## src/rtl/bcd_countdown_timer_pkg.sv

```systemverilog
// Shared BCD constants and digit helpers for the game's BCD datapaths.
package bcd_countdown_timer_pkg;

    localparam logic [3:0] BCD_MAX  = 4'd9;
    localparam logic [3:0] BCD_ZERO = 4'd0;

    // Any non-decimal nibble (A..F) is clamped to the largest legal digit.
    function automatic logic [3:0] bcd_sat(input logic [3:0] digit);
        return (digit > BCD_MAX) ? BCD_MAX : digit;
    endfunction

endpackage

```

## src/rtl/bcd_countdown_timer_tick_prescaler.sv

```systemverilog
// Free-running clock divider producing one step every TICK_CYCLES running cycles.
module tick_prescaler #(
    parameter int TICK_CYCLES = 50000000
) (
    input  logic clk,
    input  logic rst,
    input  logic run,
    input  logic clear,
    output logic tick
);

    localparam int W = (TICK_CYCLES > 1) ? $clog2(TICK_CYCLES) : 1;
    localparam logic [W-1:0] LAST = W'(TICK_CYCLES - 1);

    logic [W-1:0] count;

    assign tick = run && !clear && (count == LAST);

    // Holding while run is low keeps the partial period across a pause.
    always_ff @(posedge clk or negedge rst) begin
        if (!rst) begin
            count <= '0;
        end else if (clear) begin
            count <= '0;
        end else if (run) begin
            count <= (count == LAST) ? '0 : count + 1'b1;
        end
    end

endmodule

```

## src/rtl/bcd_countdown_timer.sv

```systemverilog
// N-digit BCD round timer with pause, saturating time bonus and optional auto-reload.
module bcd_countdown_timer
    import bcd_countdown_timer_pkg::*;
#(
    parameter int NUM_DIGITS  = 2,
    parameter int TICK_CYCLES = 50000000,
    parameter bit AUTO_RELOAD = 1'b0
) (
    input  logic                    clk,
    input  logic                    rst,
    input  logic                    enable,
    input  logic                    load,
    input  logic [4*NUM_DIGITS-1:0] load_value,
    input  logic                    bonus,
    input  logic [4*NUM_DIGITS-1:0] bonus_value,
    output logic [4*NUM_DIGITS-1:0] time_remain,
    output logic                    tick,
    output logic                    timeout,
    output logic                    expired
);

    localparam int W = 4 * NUM_DIGITS;
    localparam logic [W-1:0] ALL_NINES = {NUM_DIGITS{BCD_MAX}};

    logic [W-1:0]        load_sat;
    logic [W-1:0]        bonus_sat;
    logic [W-1:0]        sum_value;
    logic [W-1:0]        dec_value;
    logic [W-1:0]        reload_value;
    logic [NUM_DIGITS:0] carry;
    logic [NUM_DIGITS:0] borrow;
    logic                run;
    logic                step_due;
    logic                count_zero;

    assign carry[0]   = 1'b0;
    assign borrow[0]  = 1'b1;
    assign count_zero = borrow[NUM_DIGITS];
    assign run        = enable && !expired;

    // A borrow that ripples past the top digit means every digit was zero.
    genvar d;
    generate
        for (d = 0; d < NUM_DIGITS; d++) begin : g_digit
            logic [3:0] cur;
            logic [4:0] raw_sum;

            assign cur                   = time_remain[4*d +: 4];
            assign load_sat[4*d +: 4]    = bcd_sat(load_value[4*d +: 4]);
            assign bonus_sat[4*d +: 4]   = bcd_sat(bonus_value[4*d +: 4]);
            assign raw_sum               = {1'b0, cur} + {1'b0, bonus_sat[4*d +: 4]} + {4'b0000, carry[d]};
            assign carry[d+1]            = (raw_sum > 5'd9);
            assign sum_value[4*d +: 4]   = carry[d+1] ? 4'(raw_sum - 5'd10) : raw_sum[3:0];
            assign borrow[d+1]           = borrow[d] && (cur == BCD_ZERO);
            assign dec_value[4*d +: 4]   = !borrow[d] ? cur :
                                           (cur == BCD_ZERO) ? BCD_MAX : cur - 4'd1;
        end
    endgenerate

    tick_prescaler #(
        .TICK_CYCLES (TICK_CYCLES)
    ) u_prescaler (
        .clk   (clk),
        .rst   (rst),
        .run   (run),
        .clear (load),
        .tick  (step_due)
    );

    // Load beats bonus beats step; a step colliding with either is dropped.
    always_ff @(posedge clk or negedge rst) begin
        if (!rst) begin
            time_remain  <= '0;
            reload_value <= '0;
            tick         <= 1'b0;
            timeout      <= 1'b0;
            expired      <= 1'b0;
        end else begin
            tick    <= 1'b0;
            timeout <= 1'b0;
            if (load) begin
                time_remain  <= load_sat;
                reload_value <= load_sat;
                expired      <= 1'b0;
            end else if (bonus) begin
                time_remain <= carry[NUM_DIGITS] ? ALL_NINES : sum_value;
                expired     <= 1'b0;
            end else if (step_due) begin
                if (!count_zero) begin
                    time_remain <= dec_value;
                    tick        <= 1'b1;
                    if (dec_value == '0) begin
                        timeout <= 1'b1;
                        if (!AUTO_RELOAD) begin
                            expired <= 1'b1;
                        end
                    end
                end else if (AUTO_RELOAD) begin
                    time_remain <= reload_value;
                    tick        <= 1'b1;
                end
            end
        end
    end

endmodule

```

## config.mk

```make
export PLATFORM = sky130hd
export DESIGN_NAME = bcd_countdown_timer
export DESIGN_NICKNAME = d
export VERILOG_FILES = /design/src/rtl/bcd_countdown_timer_pkg.sv /design/src/rtl/bcd_countdown_timer_tick_prescaler.sv /design/src/rtl/bcd_countdown_timer.sv
export SDC_FILE = /design/constraint.sdc
export NUM_CORES = 1
export LEC_CHECK = 0
export CORE_ASPECT_RATIO = 1.5
export CORE_MARGIN = 2
export CORE_UTILIZATION = 51
export CTS_CLUSTER_DIAMETER = 200
export DETAILED_ROUTE_END_ITERATION = 12
export PLACE_DENSITY = 0.77
export RECOVER_POWER = 50
export SYNTH_ARGS = -nofsm -noshare
export SYNTH_HDL_FRONTEND = slang
export SYNTH_SLANG_ARGS = --single-unit
```

## constraint.sdc

```tcl
create_clock -name clk -period 3.6 [get_ports clk]
set_input_delay 1.08 -clock clk [delete_from_list [all_inputs] [get_ports clk]]
set_output_delay 1.08 -clock clk [all_outputs]
set_load 0.03 [all_outputs]
```

==> results.py, run 1 <==
metrics = {
    "outcome": {
        "outcome": "complete, but fails checks",
        "violations": "capacitance limit, slew limit, setup timing",
    },
    "logic_synthesis": {
        "yosysUniqueCellTypes": 50,
        "synth_top_flop_cell": "dfrtp_1",
        "syn_nets": 350,
        "async_reset_ff_share_pct": 100,
        "ys_warn_count": 0,
        "post-synth-top-area-fraction_pct": 34.9,
        "seq_area_frac_synth_pct": 34.9,
        "synthTopCellsByArea": "dfrtp_1, o21ai_0, ha_1",
        "synth_enable_flop_cells": 0,
        "synth_area_leader_cell": "dfrtp_1",
        "netlist_instances": 315,
        "synth_area_mm2": 0.00265,
        "syn_avg_cell_area_um2": 8.42,
        "synth_seq_cells": 37,
    },
    "sta": {
        "finClkSkew_ns": 0.00474,
        "tightest_slew_ns": 2.04,
        "fin_crit_ns": 4.05,
        "finalHoldViolCount": 0,
        "fmax_ghz": 0.247,
        "setup_violations": 8,
        "max_slew_margin_pct": -36.0,
        "slew_violations": 38,
        "layout_setup_ws_ns": -0.455,
        "rsz0062_at_grt": "true",
        "fin_crit_sh_pct": 113,
    },
    "power": {
        "p_leak_uw": 0.00144,
        "seq_power_share_pct": 32.8,
        "power_frac_comb_pct": 46.5,
        "clockPowerShare_pct": 20.7,
        "total_power_uw": 1420,
        "p_sw_uw": 507,
        "swShare_pct": 35.6,
        "max-vdd-ir-drop_v": 0.000236,
        "power.density_mw_per_mm2": 407,
        "p_int_uw": 918,
    },
    "worst_setup_path": {
        "end_kind": "flop",
        "crit_path_start_kind": "input pin",
        "crit_arrival_ns": 4.23,
        "worst-setup-path-type": "in2reg",
        "r2r_cells": 13,
        "path_max_fanout": 3,
        "critPathRequiredTime_ns": 3.77,
    },
    "routing": {
        "ant_nets": 0,
        "vias_per_cell": 5.94,
        "first_pass_iters": 4,
        "drtIter0Drc": 192,
        "routedWlPerCell_um": 16.9,
        "wl_mm": 7.44,
        "remaining_drc_errors": 0,
        "vias": 2620,
    },
    "floorplanning": {
        "dieArea_mm2": 0.00580,
        "die_w_um": 62.9,
        "core_area_mm2": 0.00508,
        "die_h_um": 92.3,
        "ios": 32,
        "start_util_pct": 52.1,
        "placementRows": 32,
    },
    "finish": {
        "antenna_cells": 0,
        "fin_nets": 408,
        "post-route-util_pct": 68.8,
        "areaGrowthSynthToFinish_pct": 32.0,
        "layoutNonFillerInstCount": 441,
        "drive_gt1_share_pct": 20.6,
    },
    "cts": {
        "cts_buffers": 5,
        "cts.sinks": 37,
        "cts-hold-fix-buffers": 0,
        "clock_latency_ns": 0.29,
        "cts_root_buf": "clkbuf_8",
        "clk_pin_slew_ns": 0.07,
        "clk_path_buf_depth": 2,
        "h-tree-depth": 2,
        "cts_tree": "built",
    },
    "grt": {
        "gr-usage-met2_pct": 48.6,
        "antenna_found_initial": 0,
        "grt_pass1_wl_mm": 12.7,
        "overflow": 0,
        "grt_max_degree": 38,
        "grt.busiest_layer": "met2",
        "grt_use_met1_pct": 31.4,
        "use_met3_pct": 4.37,
        "grt_usage_pct": 27.4,
        "grt_pass1_vias": 2648,
    },
    "hold_path": {
        "holdCritPathClass": "reg2reg",
        "holdPathStages": 1,
    },
    "flow_run": {
        "cap_viol_max_count": 1,
    },
    "placement": {
        "place_congestion": 0.858,
        "hpwl_mm": 5.22,
        "io_buffers": 31,
        "dp_cells": 424,
    },
}
[cells in the mapped netlist, types with 5 or more instances]
library cell,number
o21ai_0,40
dfrtp_1,37
nand2_1,32
nor2_1,21
inv_1,14
a21oi_1,12
nor2b_1,12
a31oi_1,11
ha_1,11
nor3_1,10
o31ai_1,10
nand3_1,9
buf_2,7
nand2b_1,7
clkbuf_1,6
nand4_1,5
o41ai_1,5
[per-layer routing]
metal | share of wire [%] | vias up
met1 | 40 | 1251
met4 | 4.0 | 0
met2 | 53 | 65
met5 | 0 | -
li1 | - | 1277
met3 | 3.1 | 27
[final timing paths]
check / from / to / slack, ns
min reg2reg: u_prescaler.count[25]$_DFFE_PN0P_ / u_prescaler.count[25]$_DFFE_PN0P_ / 0.50
min in group asynchronous: rst / time_remain[7]$_DFFE_PN0P_ / 1.36
min: u_prescaler.count[25]$_DFFE_PN0P_ / u_prescaler.count[25]$_DFFE_PN0P_ / 0.50
max: bonus_value[1] / time_remain[0]$_DFFE_PN0P_ / -0.45
max reg2reg: time_remain[1]$_DFFE_PN0P_ / time_remain[0]$_DFFE_PN0P_ / 0
max in group asynchronous: rst / time_remain[1]$_DFFE_PN0P_ / 1.06
[cell usage in the layout, fill, tap and decap left out, types with 3 or more instances in the layout]
| cell type | count |
|---|---|
| dfrtp_1 | 37 |
| o21ai_0 | 35 |
| nand2_1 | 32 |
| buf_4 | 31 |
| clkdlybuf4s50_1 | 25 |
| nor2_1 | 21 |
| inv_1 | 12 |
| nor2b_1 | 12 |
| a31oi_1 | 11 |
| nor3_1 | 10 |
| a21oi_1 | 10 |
| o31ai_1 | 10 |
| nand3_1 | 9 |
| ha_1 | 8 |
| clkbuf_8 | 6 |
| nand2b_1 | 5 |
| nand4_1 | 5 |
| o41ai_1 | 5 |
| a21o_1 | 4 |
| and3_1 | 4 |
| or3_1 | 4 |
| o21ai_1 | 4 |
| buf_6 | 4 |
| xor2_2 | 3 |
| o21ai_2 | 3 |
| nand3b_1 | 3 |
| fa_2 | 3 |
| ha_4 | 3 |
[stage by stage]
stage / setup TNS [ns] / area [um^2] / setup WS, ns / hold slack (ns)
floorplan: -2.74 / 2710 / -0.598 / 0.440
global placement: -7.69 / 3220 / -1.10 / 0.466
detailed placement: -8.66 / 3220 / -1.24 / 0.471
CTS: -3.26 / 3420 / -0.603 / 0.488
global route: -3.86 / 3500 / -0.594 / 0.510
finish: -2.58 / 3500 / -0.455 / 0.497
[state kept, by name (all words and copies together) (netlist names)]
register	count
timeout	1
expired	1
u_prescaler.count	26
tick	1
time_remain	8
[critical path, cell delays in order]
cell,delay (ns)
buf_6,0.09
o21ai_4,0.07
nand2b_4,0.07
ha_4,0.14
inv_2,0.04
fa_2,0.34
buf_6,0.13
xor2_2,0.13
and2_4,0.17
o21ai_2,0.05
fa_2,0.36
fa_2,0.36
a21o_1,0.19
a2111oi_4,0.34
o21ai_2,0.11
o221a_2,0.28
mux2_4,0.25
[final cells by class]
| class | instances | area, um^2 |
|---|---|---|
| clock buffers | 7 | 86.3 |
| fillers | 407 | 1580 |
| flip-flops and latches | 37 | 926 |
| repair buffers | 65 | 582 |
| multi-input cells | 250 | 1770 |
| well taps | 68 | 85.1 |
| inverters | 14 | 52.6 |
[repair_timing]
| action | CTS | global route |
|---|---|---|
| hold endpoints to repair | 0 | 0 |
| endpoints found under the setup margin | 8 | 8 |
| resized for setup | 32 | 7 |
| gates cloned | 0 | 0 |
| pin swaps | 18 | 10 |
| buffers inserted | 5 | 5 |
[power by group through the flow]
stage | Clock [uW] | Combinational, uW | Sequential (uW)
6_report | 295 | 662 | 468
4_1_cts | 303 | 594 | 466
2_1_floorplan | 0 | 275 | 505
3_5_place_dp | 0 | 536 | 472
3_3_place_gp | 0 | 524 | 471
5_1_grt | 318 | 712 | 471
[cells by family (layout without fill, tap and decap cells)]
group | Yosys count | in the layout | share of synthesized area [%]
AOI/OAI and AO/OA | 108 | 108 | 26.0
xor gates and xnor gates | 6 | 6 | 1.98
adders and majority gates | 14 | 14 | 7.46
buffers and inverters | 28 | 86 | 4.44
DFF | 37 | 37 | 34.9
muxes | 1 | 1 | 0.425
and+or+nand+nor | 121 | 121 | 24.8
Note: power is estimated with default switching activity, not from simulation.
==> inputs of run 2 (changes only) <==
--- a/config.mk
+++ b/config.mk
@@ -12,6 +12,7 @@
 export DETAILED_ROUTE_END_ITERATION = 12
 export PLACE_DENSITY = 0.77
 export RECOVER_POWER = 50
+export REMOVE_ABC_BUFFERS = 1
 export SYNTH_ARGS = -nofsm -noshare
 export SYNTH_HDL_FRONTEND = slang
 export SYNTH_SLANG_ARGS = --single-unit
==> constraint.sdc (replaced) <==
create_clock -name clk -period 3.6 [get_ports clk]
set_input_delay 0.72 -clock clk [delete_from_list [all_inputs] [get_ports clk]]
set_output_delay 0.72 -clock clk [all_outputs]
set_load 0.03 [all_outputs]
==> run 2 against run 1 <==
  * The run still ends with capacitance limit, slew limit, setup timing left
  * Clock skew increased by 0.00098 ns
  * First-iteration DRC count shrank 16%
  * Cell count shrank 1.1%
  * Routed wire length shrank 5.4%
  * Count of clock-buffer cells in the layout unchanged
  * Final area decreased by 1.4%
  * Sequential cell count unchanged
  * Critical path depth unchanged
  * Sequential power decreased by 0.9%
  * Non-clock buffer count shrank 6
  * Setup slack improved by 0.31 ns
  * Critical path type unchanged
  * Critical endpoint unchanged
  * Highest routed layer unchanged
==> results.py, run 2 (synthesized netlist as in run 1, its figures left out) <==
metrics = {
    "sta": {
        "slew_violations": 38,
        "fmax_ghz": 0.267,
        "fin_crit_sh_pct": 104,
        "layout_setup_ws_ns": -0.150,
        "tightest_slew_ns": 1.96,
        "rsz0062_at_grt": "true",
        "fin_crit_ns": 3.75,
        "finClkSkew_ns": 0.00572,
        "max_slew_margin_pct": -30.6,
        "setup_violations": 6,
        "finalHoldViolCount": 0,
    },
    "finish": {
        "fin_nets": 402,
        "drive_gt1_share_pct": 19.6,
        "final_cell_mix": "dfrtp_1, o21ai_0, nand2_1, buf_4, clkdlybuf4s50_1",
        "largest_reg_flops": 26,
        "reg_top3": "u_prescaler.count: 26 flops, time_remain: 8 flops",
        "top_register": "u_prescaler.count",
        "antenna_cells": 0,
        "final_common_cell": "dfrtp_1",
        "areaGrowthSynthToFinish_pct": 30.2,
    },
    "power": {
        "power.density_mw_per_mm2": 425,
        "total_power_uw": 1470,
        "p_leak_uw": 0.00141,
        "p_sw_uw": 507,
        "max-vdd-ir-drop_v": 0.000246,
        "swShare_pct": 34.6,
        "p_int_uw": 959,
        "clockPowerShare_pct": 25.8,
        "power_frac_comb_pct": 42.6,
        "seq_power_share_pct": 31.6,
    },
    "cts": {
        "clk_pin_slew_ns": 0.08,
        "cts_buffers": 5,
        "cts.sinks": 37,
        "clk_path_buf_depth": 2,
        "clock_latency_ns": 0.29,
        "cts_tree": "built",
        "h-tree-depth": 2,
        "cts_root_buf": "clkbuf_8",
        "cts-hold-fix-buffers": 0,
    },
    "routing": {
        "remaining_drc_errors": 0,
        "vias_per_cell": 5.98,
        "vias": 2606,
        "wl_met3_um": 192,
        "wl_met2_mm": 3.73,
        "drtIter0Drc": 162,
        "routedWlPerCell_um": 16.1,
        "m1WireLength_mm": 2.80,
        "first_pass_iters": 5,
        "ant_nets": 0,
        "wl_mm": 7.04,
        "routed.top_layer": "met4",
    },
    "worst_setup_path": {
        "r2r_cells": 13,
        "path_max_fanout": 3,
        "crit_arrival_ns": 3.93,
        "crit_path_start_kind": "input pin",
        "worst-setup-path-type": "in2reg",
        "critPathRequiredTime_ns": 3.78,
        "end_kind": "flop",
    },
    "grt": {
        "grt_pass1_vias": 2683,
        "antenna_found_initial": 0,
        "grt_max_degree": 38,
        "grt_usage_pct": 25.9,
        "grt_pass1_wl_mm": 11.9,
        "overflow": 0,
    },
    "hold_path": {
        "holdPathStages": 1,
        "holdCritPathClass": "reg2reg",
    },
    "floorplanning": {
        "die_w_um": 62.9,
        "dieArea_mm2": 0.00580,
        "core_area_mm2": 0.00508,
        "ios": 32,
        "placementRows": 32,
        "die_h_um": 92.3,
        "start_util_pct": 52.1,
    },
    "outcome": {
        "violations": "capacitance limit, slew limit, setup timing",
        "outcome": "complete, but fails checks",
    },
    "placement": {
        "place_ws_ns": -1.30,
        "hpwl_mm": 4.89,
        "io_buffers": 31,
        "place_congestion": 0.882,
    },
    "flow_run": {
        "cap_viol_max_count": 1,
    },
}
## run 2: cell count changes in the layout (fill, tap and decap cells not counted), moves of 2 or more
cell,before,now
buf_4,31,29
buf_6,4,1
ha_1,8,10
ha_4,3,1
## run 2: path summary, 6_finish.rpt
path / start / end / slack, ns
hold reg to reg: u_prescaler.count[25]$_DFFE_PN0P_ / u_prescaler.count[25]$_DFFE_PN0P_ / 0.48
min in group asynchronous: rst / u_prescaler.count[9]$_DFFE_PN0P_ / 0.97
hold / removal: u_prescaler.count[25]$_DFFE_PN0P_ / u_prescaler.count[25]$_DFFE_PN0P_ / 0.48
setup reg to reg: time_remain[0]$_DFFE_PN0P_ / time_remain[0]$_DFFE_PN0P_ / 0.12
max in group asynchronous: rst / tick$_DFF_PN0_ / 1.51
setup / recovery: bonus_value[1] / time_remain[0]$_DFFE_PN0P_ / -0.15
## run 2: power groups by stage
stage | combinational (uW) | sequential, uW | clock (uW)
2_1_floorplan | 236 | 505 | 0
3_3_place_gp | 486 | 469 | 0
3_5_place_dp | 497 | 470 | 0
4_1_cts | 585 | 463 | 384
5_1_grt | 671 | 468 | 398
6_report | 625 | 464 | 378
## run 2: area by class of cell
| cell class | instances | area (um^2) |
|---|---|---|
| multi-input combinational | 250 | 1760 |
| fill | 422 | 1630 |
| sequential | 37 | 926 |
| timing repair buffer | 59 | 513 |
| clock buffer | 7 | 86.3 |
| tap | 68 | 85.1 |
| inverter | 14 | 52.6 |
| clock inverter | 1 | 30.0 |
## run 2: metal layers
metal | track usage [%] | vias to the layer above
met2 | 46.9 | 75
met1 | 28.8 | 1247
met3 | 3.40 | 25
li1 | - | 1259
met4 | 14.3 | 0
met5 | 0 | -
## run 2: through the flow
step | TNS, ns | hold WS (ns) | area, um^2 | cells | utilization, %
after detailed placement | -8.97 | 0.458 | 3160 | 424 | 62.1
after CTS | -0.248 | 0.474 | 3420 | 436 | 67.2
after global placement | -7.95 | 0.461 | 3160 | 424 | 62.1
final | -0.537 | 0.480 | 3450 | 436 | 67.9
after global routing | -1.62 | 0.489 | 3450 | 436 | 67.9
after floorplan | -2.72 | 0.424 | 2590 | 301 | -
## run 2: what timing repair did
item / in CTS / in global routing
setup buffers: 4 / 0
pin swaps: 14 / 15
setup endpoints to repair: 8 / 8
resized for setup: 47 / 12
## run 2: worst max-delay path, stage by stage
cell and delay (ns):
buf_8 0.10, o21ai_4 0.16, nand2b_4 0.07, ha_4 0.15, inv_2 0.05, fa_2 0.22, inv_2 0.04, a21o_1 0.18
a21oi_4 0.20, o21ai_4 0.09, fa_2 0.36, fa_2 0.35, a21o_1 0.19, a2111oi_4 0.39, o21ai_2 0.11, o221a_2 0.28
mux2_4 0.25
